[src/rtl/hilo_muldiv_pkg.sv]
// Shared constants, encodings and sign helpers for the HI/LO multiply/divide controller.
// Build macro HILO_MULDIV_DIV_EN enables the divider; without it DIV/DIVU act as reserved codes.
package hilo_muldiv_pkg;

    localparam int XLEN   = 32;
    localparam int ITER_N = 32;
    localparam int CNT_W  = 5;
    localparam logic [CNT_W-1:0] CNT_LAST = 5'd31;

`ifdef HILO_MULDIV_DIV_EN
    localparam bit DIV_EN = 1'b1;
`else
    localparam bit DIV_EN = 1'b0;
`endif

    typedef enum logic [2:0] {
        OP_MULT  = 3'd0,
        OP_MULTU = 3'd1,
        OP_DIV   = 3'd2,
        OP_DIVU  = 3'd3,
        OP_MTHI  = 3'd4,
        OP_MTLO  = 3'd5
    } op_e;

    typedef enum logic [1:0] {
        ST_IDLE = 2'd0,
        ST_CALC = 2'd1,
        ST_FIX  = 2'd2
    } state_e;

    function automatic logic [XLEN-1:0] neg_if(input logic [XLEN-1:0] v, input logic neg);
        return neg ? ({XLEN{1'b0}} - v) : v;
    endfunction

    function automatic logic [XLEN-1:0] mag(input logic [XLEN-1:0] v, input logic sgn_en);
        return neg_if(v, sgn_en & v[XLEN-1]);
    endfunction

endpackage

[src/rtl/muldiv_iter_core.sv]
// Iterative datapath: shift-add multiply and restoring divide on magnitudes, plus sign fix-up.
// The restoring-divide slice exists only when HILO_MULDIV_DIV_EN is defined.
module muldiv_iter_core
    import hilo_muldiv_pkg::*;
(
    input  logic            clk,
    input  logic            rst_n,
    input  logic            load_i,
    input  logic            step_i,
    input  logic            is_div_i,
    input  logic            is_signed_i,
    input  logic [XLEN-1:0] a_i,
    input  logic [XLEN-1:0] b_i,
    output logic [XLEN-1:0] res_hi_o,
    output logic [XLEN-1:0] res_lo_o
);

    logic [XLEN-1:0]   hi_q, hi_d, lo_q, lo_d, opnd_q, opnd_d;
    logic              neg_q, neg_d, rneg_q, rneg_d, div_q, div_d;
    logic [XLEN:0]     mul_sum_s;
    logic [XLEN-1:0]   div_hi_s, div_lo_s;
    logic [2*XLEN-1:0] prod_s;

    assign mul_sum_s = {1'b0, hi_q} + (lo_q[0] ? {1'b0, opnd_q} : {(XLEN+1){1'b0}});

`ifdef HILO_MULDIV_DIV_EN
    logic [XLEN:0]   div_shift_s;
    logic [XLEN-1:0] div_diff_s;
    logic            div_ge_s;

    // Shift in the next dividend bit; keep the difference only when it does not underflow.
    assign div_shift_s = {hi_q, lo_q[XLEN-1]};
    assign div_ge_s    = (div_shift_s >= {1'b0, opnd_q});
    assign div_diff_s  = div_shift_s[XLEN-1:0] - opnd_q;
    assign div_hi_s    = div_ge_s ? div_diff_s : div_shift_s[XLEN-1:0];
    assign div_lo_s    = {lo_q[XLEN-2:0], div_ge_s};
`else
    assign div_hi_s = hi_q;
    assign div_lo_s = lo_q;
`endif

    // Datapath registers.
    always_ff @(posedge clk or negedge rst_n) begin
        if (!rst_n) begin
            hi_q   <= {XLEN{1'b0}};
            lo_q   <= {XLEN{1'b0}};
            opnd_q <= {XLEN{1'b0}};
            neg_q  <= 1'b0;
            rneg_q <= 1'b0;
            div_q  <= 1'b0;
        end else begin
            hi_q   <= hi_d;
            lo_q   <= lo_d;
            opnd_q <= opnd_d;
            neg_q  <= neg_d;
            rneg_q <= rneg_d;
            div_q  <= div_d;
        end
    end

    // Load magnitudes on accept, then advance one multiply or divide step per enabled cycle.
    always_comb begin
        hi_d   = hi_q;
        lo_d   = lo_q;
        opnd_d = opnd_q;
        neg_d  = neg_q;
        rneg_d = rneg_q;
        div_d  = div_q;
        if (load_i) begin
            div_d  = is_div_i;
            neg_d  = is_signed_i & (a_i[XLEN-1] ^ b_i[XLEN-1]);
            rneg_d = is_signed_i & a_i[XLEN-1];
            hi_d   = {XLEN{1'b0}};
            if (is_div_i) begin
                lo_d   = mag(a_i, is_signed_i);
                opnd_d = mag(b_i, is_signed_i);
            end else begin
                lo_d   = mag(b_i, is_signed_i);
                opnd_d = mag(a_i, is_signed_i);
            end
        end else if (step_i) begin
            if (div_q) begin
                hi_d = div_hi_s;
                lo_d = div_lo_s;
            end else begin
                hi_d = mul_sum_s[XLEN:1];
                lo_d = {mul_sum_s[0], lo_q[XLEN-1:1]};
            end
        end else begin
            hi_d = hi_q;
            lo_d = lo_q;
        end
    end

    assign prod_s = {hi_q, lo_q};

    // Sign fix: quotient truncates toward zero, remainder follows the dividend.
    always_comb begin
        if (div_q) begin
            res_hi_o = neg_if(hi_q, rneg_q);
            res_lo_o = neg_if(lo_q, neg_q);
        end else begin
            {res_hi_o, res_lo_o} = neg_q ? ({(2*XLEN){1'b0}} - prod_s) : prod_s;
        end
    end

endmodule

[src/rtl/hilo_muldiv_ctrl.sv]
// HI/LO multiply/divide controller: request handshake, IDLE/CALC/FIX sequencing and HI/LO registers.
// DIV/DIVU are executed only when built with HILO_MULDIV_DIV_EN; otherwise they behave as reserved codes.
module hilo_muldiv_ctrl
    import hilo_muldiv_pkg::*;
#(
    parameter int WIDTH = XLEN
)(
    input  logic             clk,
    input  logic             rst_n,
    input  logic             op_valid,
    output logic             op_ready,
    input  logic [2:0]       op_code,
    input  logic [WIDTH-1:0] rs_val,
    input  logic [WIDTH-1:0] rt_val,
    output logic             busy,
    output logic [WIDTH-1:0] hi,
    output logic [WIDTH-1:0] lo,
    output logic             done,
    output logic             div_by_zero
);

    state_e             state_q, state_d;
    logic [CNT_W-1:0]   cnt_q, cnt_d;
    logic [WIDTH-1:0]   hi_q, hi_d, lo_q, lo_d;
    logic               done_q, done_d, dbz_q, dbz_d;
    logic               accept_s, is_mul_s, is_div_s, div_zero_s, iter_start_s, is_signed_s;
    logic               step_s, fix_s;
    logic [WIDTH-1:0]   core_hi_s, core_lo_s;

    assign accept_s     = op_valid & op_ready;
    assign is_mul_s     = (op_code == OP_MULT) || (op_code == OP_MULTU);
    assign is_div_s     = DIV_EN && ((op_code == OP_DIV) || (op_code == OP_DIVU));
    assign is_signed_s  = (op_code == OP_MULT) || (op_code == OP_DIV);
    assign div_zero_s   = is_div_s && (rt_val == {WIDTH{1'b0}});
    assign iter_start_s = is_mul_s || (is_div_s && !div_zero_s);

    muldiv_iter_core u_core (
        .clk         (clk),
        .rst_n       (rst_n),
        .load_i      (accept_s & iter_start_s),
        .step_i      (step_s),
        .is_div_i    (is_div_s),
        .is_signed_i (is_signed_s),
        .a_i         (rs_val),
        .b_i         (rt_val),
        .res_hi_o    (core_hi_s),
        .res_lo_o    (core_lo_s)
    );

    // State register and iteration counter.
    always_ff @(posedge clk or negedge rst_n) begin
        if (!rst_n) begin
            state_q <= ST_IDLE;
            cnt_q   <= {CNT_W{1'b0}};
        end else begin
            state_q <= state_d;
            cnt_q   <= cnt_d;
        end
    end

    // Next-state logic: CALC runs exactly ITER_N step edges before FIX.
    always_comb begin
        state_d = state_q;
        cnt_d   = cnt_q;
        case (state_q)
            ST_IDLE: begin
                if (accept_s && iter_start_s) begin
                    state_d = ST_CALC;
                    cnt_d   = {CNT_W{1'b0}};
                end else begin
                    state_d = ST_IDLE;
                end
            end
            ST_CALC: begin
                if (cnt_q == CNT_LAST) begin
                    state_d = ST_FIX;
                end else begin
                    cnt_d = cnt_q + 5'd1;
                end
            end
            ST_FIX:  state_d = ST_IDLE;
            default: state_d = ST_IDLE;
        endcase
    end

    // Output decode from the state register.
    always_comb begin
        op_ready = 1'b0;
        busy     = 1'b0;
        step_s   = 1'b0;
        fix_s    = 1'b0;
        case (state_q)
            ST_IDLE: op_ready = 1'b1;
            ST_CALC: begin
                busy   = 1'b1;
                step_s = 1'b1;
            end
            ST_FIX: begin
                busy  = 1'b1;
                fix_s = 1'b1;
            end
            default: op_ready = 1'b0;
        endcase
    end

    // HI/LO and completion pulse registers.
    always_ff @(posedge clk or negedge rst_n) begin
        if (!rst_n) begin
            hi_q   <= {WIDTH{1'b0}};
            lo_q   <= {WIDTH{1'b0}};
            done_q <= 1'b0;
            dbz_q  <= 1'b0;
        end else begin
            hi_q   <= hi_d;
            lo_q   <= lo_d;
            done_q <= done_d;
            dbz_q  <= dbz_d;
        end
    end

    // HI/LO change only on the FIX edge or on a move accept.
    always_comb begin
        hi_d   = hi_q;
        lo_d   = lo_q;
        done_d = 1'b0;
        dbz_d  = 1'b0;
        if (fix_s) begin
            hi_d   = core_hi_s;
            lo_d   = core_lo_s;
            done_d = 1'b1;
        end else if (accept_s) begin
            done_d = !iter_start_s;
            dbz_d  = div_zero_s;
            if (op_code == OP_MTHI) begin
                hi_d = rs_val;
            end else if (op_code == OP_MTLO) begin
                lo_d = rs_val;
            end else begin
                hi_d = hi_q;
                lo_d = lo_q;
            end
        end else begin
            done_d = 1'b0;
            dbz_d  = 1'b0;
        end
    end

    assign hi          = hi_q;
    assign lo          = lo_q;
    assign done        = done_q;
    assign div_by_zero = dbz_q;

endmodule

[config.mk]
export PLATFORM = sky130hd
export DESIGN_NAME = hilo_muldiv_ctrl
export DESIGN_NICKNAME = d
export VERILOG_FILES = /design/src/rtl/hilo_muldiv_pkg.sv /design/src/rtl/muldiv_iter_core.sv /design/src/rtl/hilo_muldiv_ctrl.sv
export SDC_FILE = /design/constraint.sdc
export NUM_CORES = 1
export LEC_CHECK = 0
export BUFFER_PORTS_ARGS = -buffer_cell sky130_fd_sc_hd__buf_4
export CAP_MARGIN = 10
export CELL_PAD_IN_SITES_DETAIL_PLACEMENT = 1
export CELL_PAD_IN_SITES_GLOBAL_PLACEMENT = 2
export CORE_UTILIZATION = 33
export CTS_BUF_LIST = sky130_fd_sc_hd__clkbuf_8
export DETAILED_ROUTE_END_ITERATION = 10
export PLACE_DENSITY = 0.85
export SYNTH_ARGS = -nofsm -noshare
export SYNTH_HDL_FRONTEND = slang
export SYNTH_HIERARCHICAL = 1
export SYNTH_SLANG_ARGS = --single-unit
[constraint.sdc]
create_clock -name clk -period 3.1 [get_ports clk]
set_input_delay 0.155 -clock clk [delete_from_list [all_inputs] [get_ports clk]]
set_output_delay 0.155 -clock clk [all_outputs]
set_load 0.05 [all_outputs]
======== Word level (Yosys, flattened, before mapping) ========
Cells that the tools add are included.
operators by class
  multiplexer cells ....................... 27
  reductions and logical operators ........ 15
  $add $sub $neg .......................... 5
  bitwise logic cells ..................... 6
  equality and inequality tests ........... 11
operator list
  operator                 count
  $mux W32                 14
  $mux W64                 1
  $sub A1 B32 Y32 const A  2
  $sub A1 B64 Y64 const A  1
  $add A32 B33 Y33         1
  $mux W5                  2
  $pmux W5 S2              1
  $reduce_bool A2 Y1       5
  $ne A2 B2 Y1 const B     4
  $mux W1                  7
  $eq A3 B3 Y1 const B     2
  $reduce_and A3 Y1        2
  $add A5 B1 Y5 const B    1
  $and A1 B1 Y1            5
  $eq A5 B5 Y1 const B     1
  $pmux W2 S2              1
  $eq A3 B1 Y1 const B     1
  $eq A3 B2 Y1 const B     1
  $logic_not A3 Y1         1
  $eq A2 B1 Y1 const B     1
  $eq A2 B2 Y1 const B     1
  $logic_not A2 Y1         1
  $logic_or A1 B1 Y1       2
  $mux W2                  1
  5 further kinds          5
word-level totals
  output and inout bits ................... 68
  input port bits ......................... 70
  register bits after elaboration ......... 169

======== Depth between registers and ports, before layout ========
Gate-level depths: netlist of the first run.
  depth after elaboration ................. 6
  gate-level depth with buffers ........... 14
  mapped depth without buffers ............ 12

======== By module ========
The synthesis of the first run kept the hierarchy.
modules (own cells, without submodules)
  module            area each (sq um)  cells an instance  sequential area each (sq um)  times used
  muldiv_iter_core  9516.6             1238               2477.4                        1
  hilo_muldiv_ctrl  3698.5             408                1801.7                        1

======== Worst setup path after synthesis of the first run ========
OpenSTA, ideal clock, no wires.
  path type ............................... reg-to-reg
  start ................................... register u_core.lo_q[0] (netlist: u_core/div_lo_s[0])
  end ..................................... register u_core.hi_q[29] (netlist: u_core/div_hi_s[29])
  setup time .............................. 0.099 ns
  stages on the path, launching flop included .. 14
  arrival ................................. 3.285 ns
  path buffers ............................ 1
  period minus slack after synthesis ...... 3.385 ns
  slack ................................... -0.285 ns
  required time ........................... 3.001 ns
  cell sequence ........................... dfrtp_1 > clkbuf_1 > and2_1 > ha_1 > inv_1 > fa_1 > nor2b_1 > o211ai_1 > a31oi_1 > a311oi_1 > o31ai_1 > a21oi_1 > or3_1 > a311oi_1
between the ends
  longest elaborated chain between the ends .. 4
RTL lines
  what                    RTL line                source
  start, declared         muldiv_iter_core.sv:18  logic [XLEN-1:0] hi_q, hi_d, lo_q, lo_d, opnd_q, opnd_d;
  start signal, assigned  muldiv_iter_core.sv:46  lo_q <= {XLEN{1'b0}};
  start signal, assigned  muldiv_iter_core.sv:53  lo_q <= lo_d;
  $mux W32                muldiv_iter_core.sv:24  assign mul_sum_s = {1'b0, hi_q} + (lo_q[0] ? {1'b0, opnd_q} : {(XLEN+1){1'b0}});
  $add A32 B33 Y33        muldiv_iter_core.sv:24
  $mux W32                muldiv_iter_core.sv:81  end else if (step_i) begin
  $mux W32                muldiv_iter_core.sv:69  if (load_i) begin
  end signal, assigned    muldiv_iter_core.sv:45  hi_q <= {XLEN{1'b0}};
  end signal, assigned    muldiv_iter_core.sv:52  hi_q <= hi_d;
  end, declared           muldiv_iter_core.sv:18
Every way passes these cells. The select of a mux whose other input is x is not followed.
A chain may end at the register's enable or synchronous reset.

======== Final worst setup path of the first run ========
  start ................................... register u_core.lo_q[20] (netlist: u_core/div_lo_s[20])
  end ..................................... register hi_q[27] (netlist: hi[27])
between the ends
  longest elaborated chain between the ends .. 3
RTL lines
  what                     RTL line                 source
  $sub A1 B64 Y64          muldiv_iter_core.sv:103  {res_hi_o, res_lo_o} = neg_q ? ({(2*XLEN){1'b0}} - prod_s) : prod_s;
  $mux W64                 muldiv_iter_core.sv:103
  named net core_hi_s[27]  hilo_muldiv_ctrl.sv:28   logic [WIDTH-1:0] core_hi_s, core_lo_s;
  $mux W32                 hilo_muldiv_ctrl.sv:127  if (fix_s) begin
  end signal, assigned     hilo_muldiv_ctrl.sv:109  hi_q <= {WIDTH{1'b0}};
  end signal, assigned     hilo_muldiv_ctrl.sv:114  hi_q <= hi_d;
  end, declared            hilo_muldiv_ctrl.sv:24   logic [WIDTH-1:0] hi_q, hi_d, lo_q, lo_d;
The timed path passes the listed nets, and every way through them passes these cells.

==> impl.org, run 1 <==
** Job
- Total of max-cap violations :: 0

** Power and ir drop
- Clk pwr share :: 15.3%
- The design draws approximately 12 mW.
- For this design the ratio of total power to cell area is ~720 nW/um^2.
- In this run the power spent charging and discharging nets is 5.74 mW.
- Sw Share :: between 40% and 50%
- In this run, flip-flops and latches consume ~29% of the power.
- Comb pwr share :: roughly 56%
- The internal portion of the total power is roughly 6.4 mW.
- VDD sags by at most 0.000273 V.
- Leakage :: ~7.3 nW

** Synthesis
- Yosys mapped a number of flops with a built-in enable equal to 0.
- The synthesized design spends more area on one cell type than any other, namely sky130_fd_sc_hd__dfrtp_1.
- By area the synthesized netlist is led by sky130_fd_sc_hd__dfrtp_1 (32%), sky130_fd_sc_hd__o21ai_0 (6.4%), sky130_fd_sc_hd__a21oi_1 (5.7%).
- In this run the mean area of a mapped cell was approximately 8.0 sq um.
- After synthesis, the share of flip-flops with an asynchronous set or reset is between 90% and 100%.
- In this run the biggest area consumer among cell types represents roughly 32% of the synthesized area.
- Post-synthesis cell area :: about 13000 sq um
- Synth cell types :: between 70 and 80
- Syn. warnings :: 6
- In the synthesized netlist the dominant register cell turns out to be sky130_fd_sc_hd__dfrtp_1.
- Summing the sequential cell areas from Yosys gives approximately a third of the chip area.
- Gate count after technology mapping :: about 1600
- In this run, synthesis produced a sequential element count of ~170.

** Route
- The detailed router finished its first iteration with roughly 1100 violations.
- Summed over all layers, the routed wires come to slightly below 60000 um.
- Routed length on met2 :: approximately 26000 um
- For this run, design rule violations remaining after detail routing come to 0.
- The first TritonRoute pass finished after 5 iterations.
- Dividing the detail-routed wire length by the instance count gives between 20 and 25 um.
- DR top layer :: met4
- Final ANT Viol Nets :: 0
- In the routed layout, each cell is associated on average with a via count of roughly 6.
- Wire segments on met3 add up to roughly 3100 um in the final route.
- Total via count in the routed design :: approximately 14000
- After detailed routing, the wire length on met1 is around 26000 um.

** Global route
- Antenna violations before repair :: 0
- Entering global routing, the biggest net connects 83 pins.
- Total global-route track usage :: about 28%
- The via count of the first global-routing pass is 14000.
- Remaining global-route overflow :: 0
- Global-route wire length before repair :: a little under 90000 um

** Finish
- Final Instance Count excl. Fillers :: ~2400
- In the final layout, the share of cells above drive strength 1 is roughly 22%.
- Commonest non-fill, non-tap cell in the layout :: sky130_fd_sc_hd__buf_4
- Number of nets in the final layout :: roughly 2000
- 0 antenna diodes ended up in the layout.
- In the layout the commonest cells are sky130_fd_sc_hd__buf_4 (280), sky130_fd_sc_hd__dfrtp_1 (171), sky130_fd_sc_hd__o21ai_0 (157).
- P&R area growth vs syn :: 27.0%

** Critical path
- At the worst endpoint, the arrival time is between 3000 and 4000 ps.
- Worst setup SP type :: register
- For the worst setup path, the data required time is 3550 ps.
- Setup CP Type :: register to register
- STA classifies the critical path endpoint as a register.
- In this run the worst path has a maximum fanout of 3.

** STA
- Headroom to the max-slew limit came out at ~27%.
- In the post-route analysis, the smallest setup slack over all paths is -52.7 ps.
- The number of max-slew violations in the final report is 0.
- Slew at the pin closest to its max-slew limit :: between 1000 and 1500 ps
- Static timing analysis puts the maximum clock frequency at about 320 MHz.
- Ratio of final minimum period to clock period :: 102%
- Setup clock skew after layout :: 17.9 ps
- Count of endpoints failing setup in the final report :: 3
- In the final timing run, aggregate negative setup slack is -118 ps.
- Final hold viol count :: 0
- Final critical path time including I/O delays and setup :: ~3200 ps
- Setup repair after global routing could not meet its margin everywhere.

** Clocking
- Clock-pin slew on the worst setup and hold paths :: between 100 and 150 ps
- Clock insertion delay at the later pin of the skew report :: approximately 500 ps
- Clock buffers created by TritonCTS :: 17
- Clock Sink Count :: between 150 and 200
- Root buf cell :: sky130_fd_sc_hd__clkbuf_8
- Maximum number of buffers from clock root to sink :: 2
- TritonCTS built the clock tree.
- The H-tree generated during clock tree synthesis spans 4 levels.

** Place
- Number of port buffers :: approximately 140
- Placed Instances :: about 2300
- Once detailed placement completed, the half-perimeter wirelength came to between 40000 and 50000 um.
- The congestion estimate from routability-driven global placement came to between 0.9 and 1.

** Die
- The die covers 40900 sq um.
- Floorplan die height :: ~200 um
- Core box area :: a little under 40000 sq um
- Effective utilization at floorplan :: 33.8%
- Die width :: 202 um
- Cell row count :: between 70 and 80
- Number of I/O pins :: 138

** Run status
- The run finished, with violations left.
- Failing checks :: negative setup slack

** Worst hold path
- Min-delay worst type :: input port to register
-- sequential cells by signal, indices dropped and copies added, names as in the netlist --
name,flops
state_q,2
u_core/rneg_q,1
u_core/div_lo_s,32
hi,32
cnt_q,5
u_core/div_q,1
u_core/neg_q,1
done,1
u_core/div_hi_s,32
u_core/opnd_q,32
lo,32
-- power groups by stage --
stage | clock network [mW] | logic, mW | registers, mW
floorplan | 0 | 2.95 | 4.07
CTS | 1.89 | 6.48 | 3.46
global route | 1.96 | 7.26 | 3.56
detailed placement | 0 | 6.37 | 3.50
finish | 1.85 | 6.78 | 3.49
global placement | 0 | 6.24 | 3.47
-- per-layer routing --
layer,vias up,track usage [%]
met1,7052,39.4
met5,-,0
met3,67,3.39
met2,467,43.4
li1,6402,-
met4,0,10.4
-- synth_stat cells (8+ instances only) --
| cell type | instances |
|---|---|
| sky130_fd_sc_hd__dfrtp_1 | 171 |
| sky130_fd_sc_hd__o21ai_0 | 168 |
| sky130_fd_sc_hd__nand2_1 | 152 |
| sky130_fd_sc_hd__a21oi_1 | 151 |
| sky130_fd_sc_hd__nor2_1 | 98 |
| sky130_fd_sc_hd__clkbuf_1 | 93 |
| sky130_fd_sc_hd__xnor2_1 | 77 |
| sky130_fd_sc_hd__a31oi_1 | 76 |
| sky130_fd_sc_hd__nor2b_1 | 72 |
| sky130_fd_sc_hd__xor2_1 | 60 |
| sky130_fd_sc_hd__ha_1 | 41 |
| sky130_fd_sc_hd__inv_1 | 35 |
| sky130_fd_sc_hd__mux2i_1 | 34 |
| sky130_fd_sc_hd__nor3_1 | 32 |
| sky130_fd_sc_hd__and2_1 | 30 |
| sky130_fd_sc_hd__o211ai_1 | 29 |
| sky130_fd_sc_hd__a21o_1 | 27 |
| sky130_fd_sc_hd__nand3_1 | 22 |
| sky130_fd_sc_hd__or3_1 | 21 |
| sky130_fd_sc_hd__o31ai_1 | 20 |
| sky130_fd_sc_hd__and3_1 | 19 |
| sky130_fd_sc_hd__a211oi_1 | 16 |
| sky130_fd_sc_hd__or4_1 | 16 |
| sky130_fd_sc_hd__nand2b_1 | 15 |
| sky130_fd_sc_hd__nor4_1 | 14 |
| sky130_fd_sc_hd__buf_1 | 12 |
| sky130_fd_sc_hd__or2_2 | 12 |
| sky130_fd_sc_hd__o41ai_1 | 10 |
| sky130_fd_sc_hd__buf_2 | 9 |
| sky130_fd_sc_hd__mux2_2 | 8 |
-- layout make-up --
| type | instances | area (sq um) |
|---|---|---|
| flip-flops and latches | 171 | 4280 |
| fillers | 4691 | 22300 |
| clock buffers | 19 | 262 |
| inverters | 37 | 141 |
| clock inverters | 13 | 180 |
| multi-input cells | 1326 | 8730 |
| well taps | 518 | 648 |
| repair buffers | 315 | 2550 |
-- cells by family (layout without fill, tap and decap cells) --
kind of cell,after synthesis,after routing,synth area share (%)
AO/OA/AOI/OAI,562,562,25.8
AND/OR/NAND/NOR,537,537,20.9
flip-flops,171,171,32.4
buffers and inverters,154,384,4.53
XOR/XNOR,137,137,9.08
adder cells (fa/ha/maj),42,42,4.03
multiplexers,42,42,3.26
other,1,6,0.0284
-- through the flow --
stage          hold WS, ps  area [sq um]  util (%)  setup WS [ps]
6_report              36.5         16800      42.9          -52.7
5_1_grt               28.2         16800      42.9           -152
4_1_cts              0.765         16500      42.1          -13.6
3_5_place_dp           119         15700      40.2          -93.3
3_3_place_gp           116         15700      40.2          -68.2
2_1_floorplan         -141         13300         -          -7.53
-- worst paths after layout --
path | slack (ps) | cells after the start | start | end
setup / recovery | -50 | 10 | u_core/div_lo_s[20] | hi[27]
hold / removal | 40 | 3 | rs_val[3] | lo[3]
setup reg to reg | -50 | 10 | u_core/div_lo_s[20] | hi[27]
hold reg to reg | 480 | 1 | u_core/opnd_q[30] | u_core/opnd_q[30]
max in group asynchronous | 2130 | 3 | rst_n | lo[5]
min in group asynchronous | 140 | 2 | rst_n | hi[17]
-- critical path, cell delays in order, from the launching register on --
cell,delay (ps)
sky130_fd_sc_hd__dfrtp_1,400
sky130_fd_sc_hd__or4_4,540
sky130_fd_sc_hd__or4_4,440
sky130_fd_sc_hd__or4_4,560
sky130_fd_sc_hd__or4_4,490
sky130_fd_sc_hd__nor2_1,130
sky130_fd_sc_hd__a21oi_1,70
sky130_fd_sc_hd__o21ai_2,170
sky130_fd_sc_hd__xnor2_1,120
sky130_fd_sc_hd__nor2b_1,60
sky130_fd_sc_hd__a21oi_1,110
-- repair_timing --
| item | CTS | global route |
|---|---|---|
| endpoints found under the hold margin | 58 | 0 |
| buffers inserted | 3 | 5 |
| resized for setup | 22 | 59 |
| hold buffers | 22 | 0 |
| endpoints found under the setup margin | 31 | 41 |
| cloned | 0 | 0 |
| pin swaps | 9 | 20 |
Note: power is estimated with default switching activity, not from simulation.
==> run 2: changes to the inputs <==
--- a/config.mk
+++ b/config.mk
@@ -9,10 +9,12 @@
 export CAP_MARGIN = 10
 export CELL_PAD_IN_SITES_DETAIL_PLACEMENT = 1
 export CELL_PAD_IN_SITES_GLOBAL_PLACEMENT = 2
+export CORE_MARGIN = 2
 export CORE_UTILIZATION = 33
 export CTS_BUF_LIST = sky130_fd_sc_hd__clkbuf_8
 export DETAILED_ROUTE_END_ITERATION = 10
 export PLACE_DENSITY = 0.85
+export SETUP_SLACK_MARGIN = 0.3
 export SYNTH_ARGS = -nofsm -noshare
 export SYNTH_HDL_FRONTEND = slang
 export SYNTH_HIERARCHICAL = 1
==> impl.org, run 2 (synthesis gave the netlist of run 1 again) <==
** Run status
- Result of the run :: finished, violations left
- The checks that failed: negative setup slack.

** Global route
- The met1 routing resource usage after global routing was 39.2% (-0.11 points).
- The global-route wire length before repair is 88000 um (+1.6%).
- The met2 global-route usage is 43.1% (-0.31 points).
- The overall global routing resource usage was 28.0% (+0.12 points).
- Antenna violations before repair :: 0 (unchanged)
- The global route total overflow was 0 (unchanged).
- The global routing stage identified its most utilized layer as met2.
- The via count of the first global-routing pass was 14200 (+1.4%).
- The met3 track demand over resource was 3.60% (+0.22 points).
- Maximum number of pins on one net before global-route repair :: 93 (+12%)

** STA
- The post-route worst setup slack was -97.7 ps (-45.0 ps).
- Final critical path time including I/O delays and setup :: 3200 ps (+45.0 ps)
- Final-layout setup total negative slack :: -461 ps (-343 ps)
- Final hold viol count :: 0 (unchanged)
- Slew at the pin closest to its max-slew limit :: 966 ps (-113 ps)
- The headroom to the max-slew limit is 35.6% (+8.5 points).
- Count of endpoints failing setup in the final report :: 10 (+7)
- The setup clock skew after layout was 20.2 ps (+2.23 ps).
- The maximum frequency from static timing analysis was 313 MHz (-1.4%).
- The post-route fraction of the period consumed by the critical path is 103% (+1.5 points).
- RSZ-0062 raised after global routing :: true
- The number of max-slew violations in the final report is 0 (unchanged).

** Clocking
- Clock buffers created by TritonCTS :: 17 (unchanged)
- TritonCTS built the clock tree.
- The clock latency reported for the late side of the worst-skew pair came to 510 ps (about the same).
- Clock-pin slew on the worst setup and hold paths :: 110 ps (about the same)
- Maximum number of buffers from clock root to sink :: 2 (unchanged)
- The number of H-tree levels was 4 (unchanged).
- Clock Sink Count :: 171 (unchanged)
- The cell sitting at the root of the clock tree is a sky130_fd_sc_hd__clkbuf_8.

** Die
- Cell row count :: 73 (+1.4%)
- Core box area :: 39600 sq um (+1.4%)
- The number of placed I/O pins was 138 (unchanged).
- The overall die height is 204 um (+0.99%).
- The x dimension of the die is 204 um (+0.99%).
- The starting utilization of the core area is 33.3% (-0.46 points).
- The die footprint is 41700 sq um (+2.0%).

** Finish
- P&R area growth vs syn :: 34.6%
- The antenna cell count is 0 (unchanged).
- Final Instance Count excl. Fillers :: 2437 (+1.6%)
- Commonest non-fill, non-tap cell in the layout :: sky130_fd_sc_hd__buf_4
- Commonest non-fill, non-tap cells in the layout :: sky130_fd_sc_hd__buf_4 (287), sky130_fd_sc_hd__dfrtp_1 (170), sky130_fd_sc_hd__o21ai_0 (143)
- The ratio of cells with drive above 1 in the final layout was 28.8% (+6.5 points).
- Area of combinational cells with multiple inputs :: 9480 sq um (+8.7%)
- The number of fill cells in the layout was 4671 (-0.43%).
- The total number of nets in the final design was 2011 (+1.6%).
- FF+latch area :: 4280 sq um (about the same)
- The final cell utilization of the core came to 44.9% (+1.9 points).

** Critical path
- Worst setup SP type :: register
- Arrival time of the worst setup path :: 3630 ps (+30 ps)
- Req. time, crit path :: 3530 ps (-20 ps)
- STA classifies the critical path endpoint as a register.
- CP Max Fanout :: 4 (+1)
- Setup CP Type :: register to register

** Route
- Vias per inst :: 5.86 (+0.57%)
- Number of DRC markers after the initial detailed-route iteration :: 1274 (+15%)
- Detail-routed net length per standard cell :: 24.7 um (+2.7%)
- Total iterations of the first detailed-routing run :: 7 (+2)
- Number of DRC violations after detailed routing :: 0 (unchanged)
- Final ANT Viol Nets :: 0 (unchanged)
- Total via count in the routed design :: 14300 (+2.2%)
- Total detailed-routing wirelength :: 60200 um (+4.3%)

** Job
- Total of max-cap violations :: 0 (unchanged)

** Place
- The count of buffers from port buffering came to 136 (unchanged).
- The cell total after placement was 2341 (+0.17%).
- Pre-CTS setup slack :: -39.2 ps (+54.2 ps)
- The final weighted congestion of routability-driven global placement is 0.958 (+0.59%).
- Final HPWL DP :: 44700 um (+0.78%)

** Power and ir drop
- Pwr Total :: 12.7 mW (+4.9%)
- Pwr dens :: 716 nW/um^2 (-0.93%)
- The leakage power figure is 7.63 nW (+3.9%).
- The share of power burned in registers was 28.0% (-0.8 points).
- The internal power component was 6.60 mW (+3.2%).
- The switching component of the power is 6.13 mW (+6.9%).
- The part of the total power dissipated in combinational logic is 59.1% (+3.2 points).
- Clk pwr share :: 13.0% (-2.3 points)
- Highest ir drop seen on vdd :: 0.000260 V (-4.6%)
- The switching fraction of total power came to 48.2% (+0.86 points).

** Worst hold path
- The tightest min-delay check is of the input port to register type.
[run 2: cell types whose count changed in the layout (fill, tap and decap cells not counted), sizes merged]
| cell | delta |
|---|---|
| inv | +2 |
| dlygate4sd3 | -5 |
| buf | +36 |
| clkinvlp | +2 |
| clkinv | -1 |
| clkbuf | -1 |
| bufinv | -2 |
[run 2: critical path: stages (launching register included)]
cell and delay, ps:
sky130_fd_sc_hd__dfrtp_1 390, sky130_fd_sc_hd__or4_4 540, sky130_fd_sc_hd__or4_4 460, sky130_fd_sc_hd__or4_4 610, sky130_fd_sc_hd__buf_6 150, sky130_fd_sc_hd__nor3_2 100, sky130_fd_sc_hd__nand2_1 110, sky130_fd_sc_hd__nand3b_1 160
sky130_fd_sc_hd__o21ai_1 110, sky130_fd_sc_hd__xor2_1 270, sky130_fd_sc_hd__nor2b_1 90, sky130_fd_sc_hd__a21oi_1 120
[run 2: final timing paths]
path	slack, ps	cells after the start	start	endpoint
worst max register to register	-100	11	u_core/div_lo_s[13]	hi[22]
worst min register to register	490	1	u_core/opnd_q[16]	u_core/opnd_q[16]
min in group asynchronous	290	2	rst_n	cnt_q[1]
worst min-delay path	30	3	rs_val[24]	lo[24]
worst max-delay path	-100	11	u_core/div_lo_s[13]	hi[22]
max in group asynchronous	1840	3	rst_n	u_core/div_lo_s[21]
[run 2: routing by layer]
layer  part of all wire, %  vias to the layer above
met4                   4.2                        0
met5                     0                        -
met1                    44                     7225
li1                      -                     6457
met3                   5.8                       99
met2                    46                      510
[run 2: cell type report]
class	count	share of cell area (%)
Sequential cell	171	24.1
Tap cell	525	3.69
Timing Repair Buffer	346	16.0
Inverter	37	0.809
Clock inverter	14	0.746
Multi-Input combinational cell	1326	53.3
Clock buffer	18	1.39
[run 2: what timing repair did]
action | CTS | global route
hold buffers | 17 | 0
endpoints found under the hold margin | 105 | 0
cloned | 2 | 0
resized for setup | 129 | 126
pin swaps | 58 | 75
endpoints found under the setup margin | 56 | 65
setup buffers | 16 | 29
[run 2: metrics by stage]
stage | instance area [sq um] | hold slack [ps]
after floorplan | 13300 | -141
final | 17800 | 26.2
after global routing | 17800 | 23.6
after detailed placement | 15700 | 328
after global placement | 15700 | 325
after CTS | 16900 | 0.165
[run 2: power groups by stage]
stage	Sequential, mW	Clock (mW)	Combinational (mW)
CTS	3.52	1.68	6.80
floorplan	4.08	0	2.97
global placement	3.51	0	6.21
detailed placement	3.54	0	6.30
global route	3.62	1.76	7.98
finish	3.56	1.65	7.52
==> run 3: changes to the inputs <==
--- a/config.mk
+++ b/config.mk
@@ -9,6 +9,7 @@
 export CAP_MARGIN = 10
 export CELL_PAD_IN_SITES_DETAIL_PLACEMENT = 1
 export CELL_PAD_IN_SITES_GLOBAL_PLACEMENT = 2
+export CORE_ASPECT_RATIO = 1.1
 export CORE_MARGIN = 2
 export CORE_UTILIZATION = 33
 export CTS_BUF_LIST = sky130_fd_sc_hd__clkbuf_8
==> impl.org, run 3 (synthesis gave the netlist of run 1 again) <==
** Run status
- Result of the run :: finished, violations left
- Failing checks :: negative setup slack

** Route
- The via density per instance is 5.87 (about the same).
- The total number of vias was 14100 (-1.1%).
- The wire length per cell is 24.2 um (-2.0%).
- The number of DRC markers in iteration 0 is 1062 (-17%).
- The amount of wire on met3 after detailed routing came to 3170 um (-8.7%).
- Total iterations of the first detailed-routing run :: 6 (-1)
- The count of antenna-violating nets left after detailed routing was 0 (unchanged).
- Total detailed-routing wirelength :: 58300 um (-3.1%)
- Routed length on met2 :: 27400 um (-0.54%)
- Routed signal wires occupy layers up through met4.
- Routed metal-1 wire length :: 25400 um (-4.6%)
- Number of DRC violations after detailed routing :: 0 (unchanged)

** Place
- The count of buffers from port buffering was 136 (unchanged).
- Weighted congestion at the end of routability-driven global placement :: 0.924 (-3.5%)
- The detailed placer's ending HPWL was 43200 um (-3.3%).

** Finish
- The antenna cell count is 0 (unchanged).
- The number of fill cells in the layout came to 4652 (-0.41%).
- Commonest non-fill, non-tap cells in the layout :: sky130_fd_sc_hd__buf_4 (269), sky130_fd_sc_hd__dfrtp_1 (170), sky130_fd_sc_hd__o21ai_0 (146)
- The ratio of cells with drive above 1 in the final layout came to 27.2% (-1.5 points).
- Number of nets in the final layout :: 2002 (-0.45%)
- The final cell utilization of the core was 44.8% (-0.077 points).
- From synthesis to final layout, the design area changed by 33.4%.
- Commonest non-fill, non-tap cell in the layout :: sky130_fd_sc_hd__buf_4

** Critical path
- Setup CP Type :: register to register
- The critical path data required time is 3540 ps (about the same).
- The critical path arrival is 3650 ps (+20 ps).
- The worst setup path is launched from a register.
- CP Max Fanout :: 4 (unchanged)
- STA classifies the critical path endpoint as a register.

** STA
- Number of pins with negative max-slew slack in the final report :: 0 (unchanged)
- Final-layout worst hold slack :: 24.2 ps (-1.93 ps)
- Post-layout worst setup margin :: -111 ps (-13.8 ps)
- The slew at the pin closest to its max-slew limit was 1260 ps (+297 ps).
- Max-slew headroom at the worst pin :: 14.9% (-21 points)
- The post-route fraction of the period consumed by the critical path was 104% (+0.44 points).
- Setup repair after global routing could not meet its margin everywhere.
- The setup clock skew after layout was 21.5 ps (+1.34 ps).
- Highest achievable clock rate :: 311 MHz (-0.43%)
- The hold violation count in the final report was 0 (unchanged).
- Final critical path time including I/O delays and setup :: 3210 ps (+13.8 ps)
- The number of setup violations in the final report was 19 (+9).

** Global route
- Total global-route track usage :: 27.1% (-0.93 points)
- The global-route wire length before repair was 86500 um (-1.7%).
- The pin count of the biggest net entering global routing came to 73 (-22%).
- Remaining global-route overflow :: 0 (unchanged)
- The via count of the first global-routing pass is 14200 (-0.042%).
- Antenna violations before repair :: 0 (unchanged)

** Clocking
- H-tree depth :: 4 (unchanged)
- Clock Sink Count :: 171 (unchanged)
- The clock input transition at the sequential cells of the worst setup and hold paths came to 100 ps (about the same).
- The number of buffers on the longest clock path came to 2 (unchanged).
- TritonCTS built the clock tree.
- The tree is rooted in a sky130_fd_sc_hd__clkbuf_8.
- The clock latency reported for the late side of the worst-skew pair came to 520 ps (about the same).
- Clock buffers created by TritonCTS :: 17 (unchanged)

** Die
- The overall die height is 214 um (+4.8%).
- The starting utilization of the core area was 33.6% (+0.23 points).
- The x dimension of the die was 195 um (-4.6%).
- Number of I/O pins :: 138 (unchanged)
- The die footprint came to 41700 sq um (about the same).
- Cell row count :: 76 (+4.1%)
- The placeable core area is 39400 sq um (-0.69%).

** Power and ir drop
- The worst supply voltage drop on vdd is 0.000257 V (-1.1%).
- Pwr dens :: 715 nW/um^2 (-0.12%)
- Leakage :: 7.59 nW (-0.56%)

** Worst hold path
- The min-delay analysis places its worst path in the category input port to register.

** Job
- Total of max-cap violations :: 0 (unchanged)
## run 3: worst paths after layout
check | from | end | slack [ps] | depth (start not counted)
max | u_core/div_lo_s[0] | u_core/div_hi_s[22] | -110 | 18
min | rs_val[13] | lo[13] | 20 | 3
max reg2reg | u_core/div_lo_s[0] | u_core/div_hi_s[22] | -110 | 18
min reg2reg | u_core/opnd_q[26] | u_core/opnd_q[26] | 480 | 1
max in group asynchronous | rst_n | u_core/div_hi_s[5] | 1980 | 3
min in group asynchronous | rst_n | lo[4] | 190 | 2
## run 3: area by class of cell
class	instances	area [sq um]	area share, %
clock buffers	18	248	1.41
clock inverters	13	141	0.802
inverters	37	143	0.809
multi-input cells	1326	9350	53.0
flip-flops and latches	171	4280	24.3
well taps	507	634	3.60
repair buffers	337	2830	16.1
## run 3: what timing repair did
item / CTS / global route
pin swaps: 60 / 79
gates resized for setup: 130 / 93
endpoints found under the hold margin: 86 / 0
setup endpoints to repair: 61 / 65
setup buffers: 29 / 24
hold buffers: 24 / 0
## run 3: worst max-delay path: stages, from the launching register on
cell                         delay (ps)
sky130_fd_sc_hd__dfrtp_2            410
sky130_fd_sc_hd__clkinvlp_4         100
sky130_fd_sc_hd__buf_6              130
sky130_fd_sc_hd__buf_12             130
sky130_fd_sc_hd__nor2_4             140
sky130_fd_sc_hd__buf_6              120
sky130_fd_sc_hd__ha_4               200
sky130_fd_sc_hd__a21o_1             230
sky130_fd_sc_hd__a221oi_2           260
sky130_fd_sc_hd__o21a_1             220
sky130_fd_sc_hd__nand4_1            190
sky130_fd_sc_hd__buf_4              210
sky130_fd_sc_hd__a31oi_4            220
sky130_fd_sc_hd__buf_6              130
sky130_fd_sc_hd__buf_6               80
sky130_fd_sc_hd__buf_6               80
sky130_fd_sc_hd__xnor2_2             90
sky130_fd_sc_hd__nand2_1             70
sky130_fd_sc_hd__a21oi_1            130
## run 3: through the flow
step           worst slack [ps]  setup TNS [ps]  power, mW  instance area [sq um]  instances
2_1_floorplan              81.6               0       7.05                  13300       1651
3_3_place_gp               -108            -496       9.47                  15500       2301
3_5_place_dp               -191           -1580       9.64                  15500       2301
4_1_cts                   -70.8            -421       12.0                  17000       2385
5_1_grt                    -213           -4150       13.2                  17600       2409
6_report                   -111           -1040       12.6                  17600       2409
## run 3: routing by layer
layer	vias to the layer above	global-route usage, %
met4	0	11.8
met3	108	3.11
met2	486	44.0
li1	6450	-
met5	-	0
met1	7085	36.5
## run 3: where the power goes
part / switching (mW) / internal [mW]
combinational: 4.34 / 3.00
clock: 0.947 / 0.740
sequential: 0.745 / 2.84
total: 6.03 / 6.57
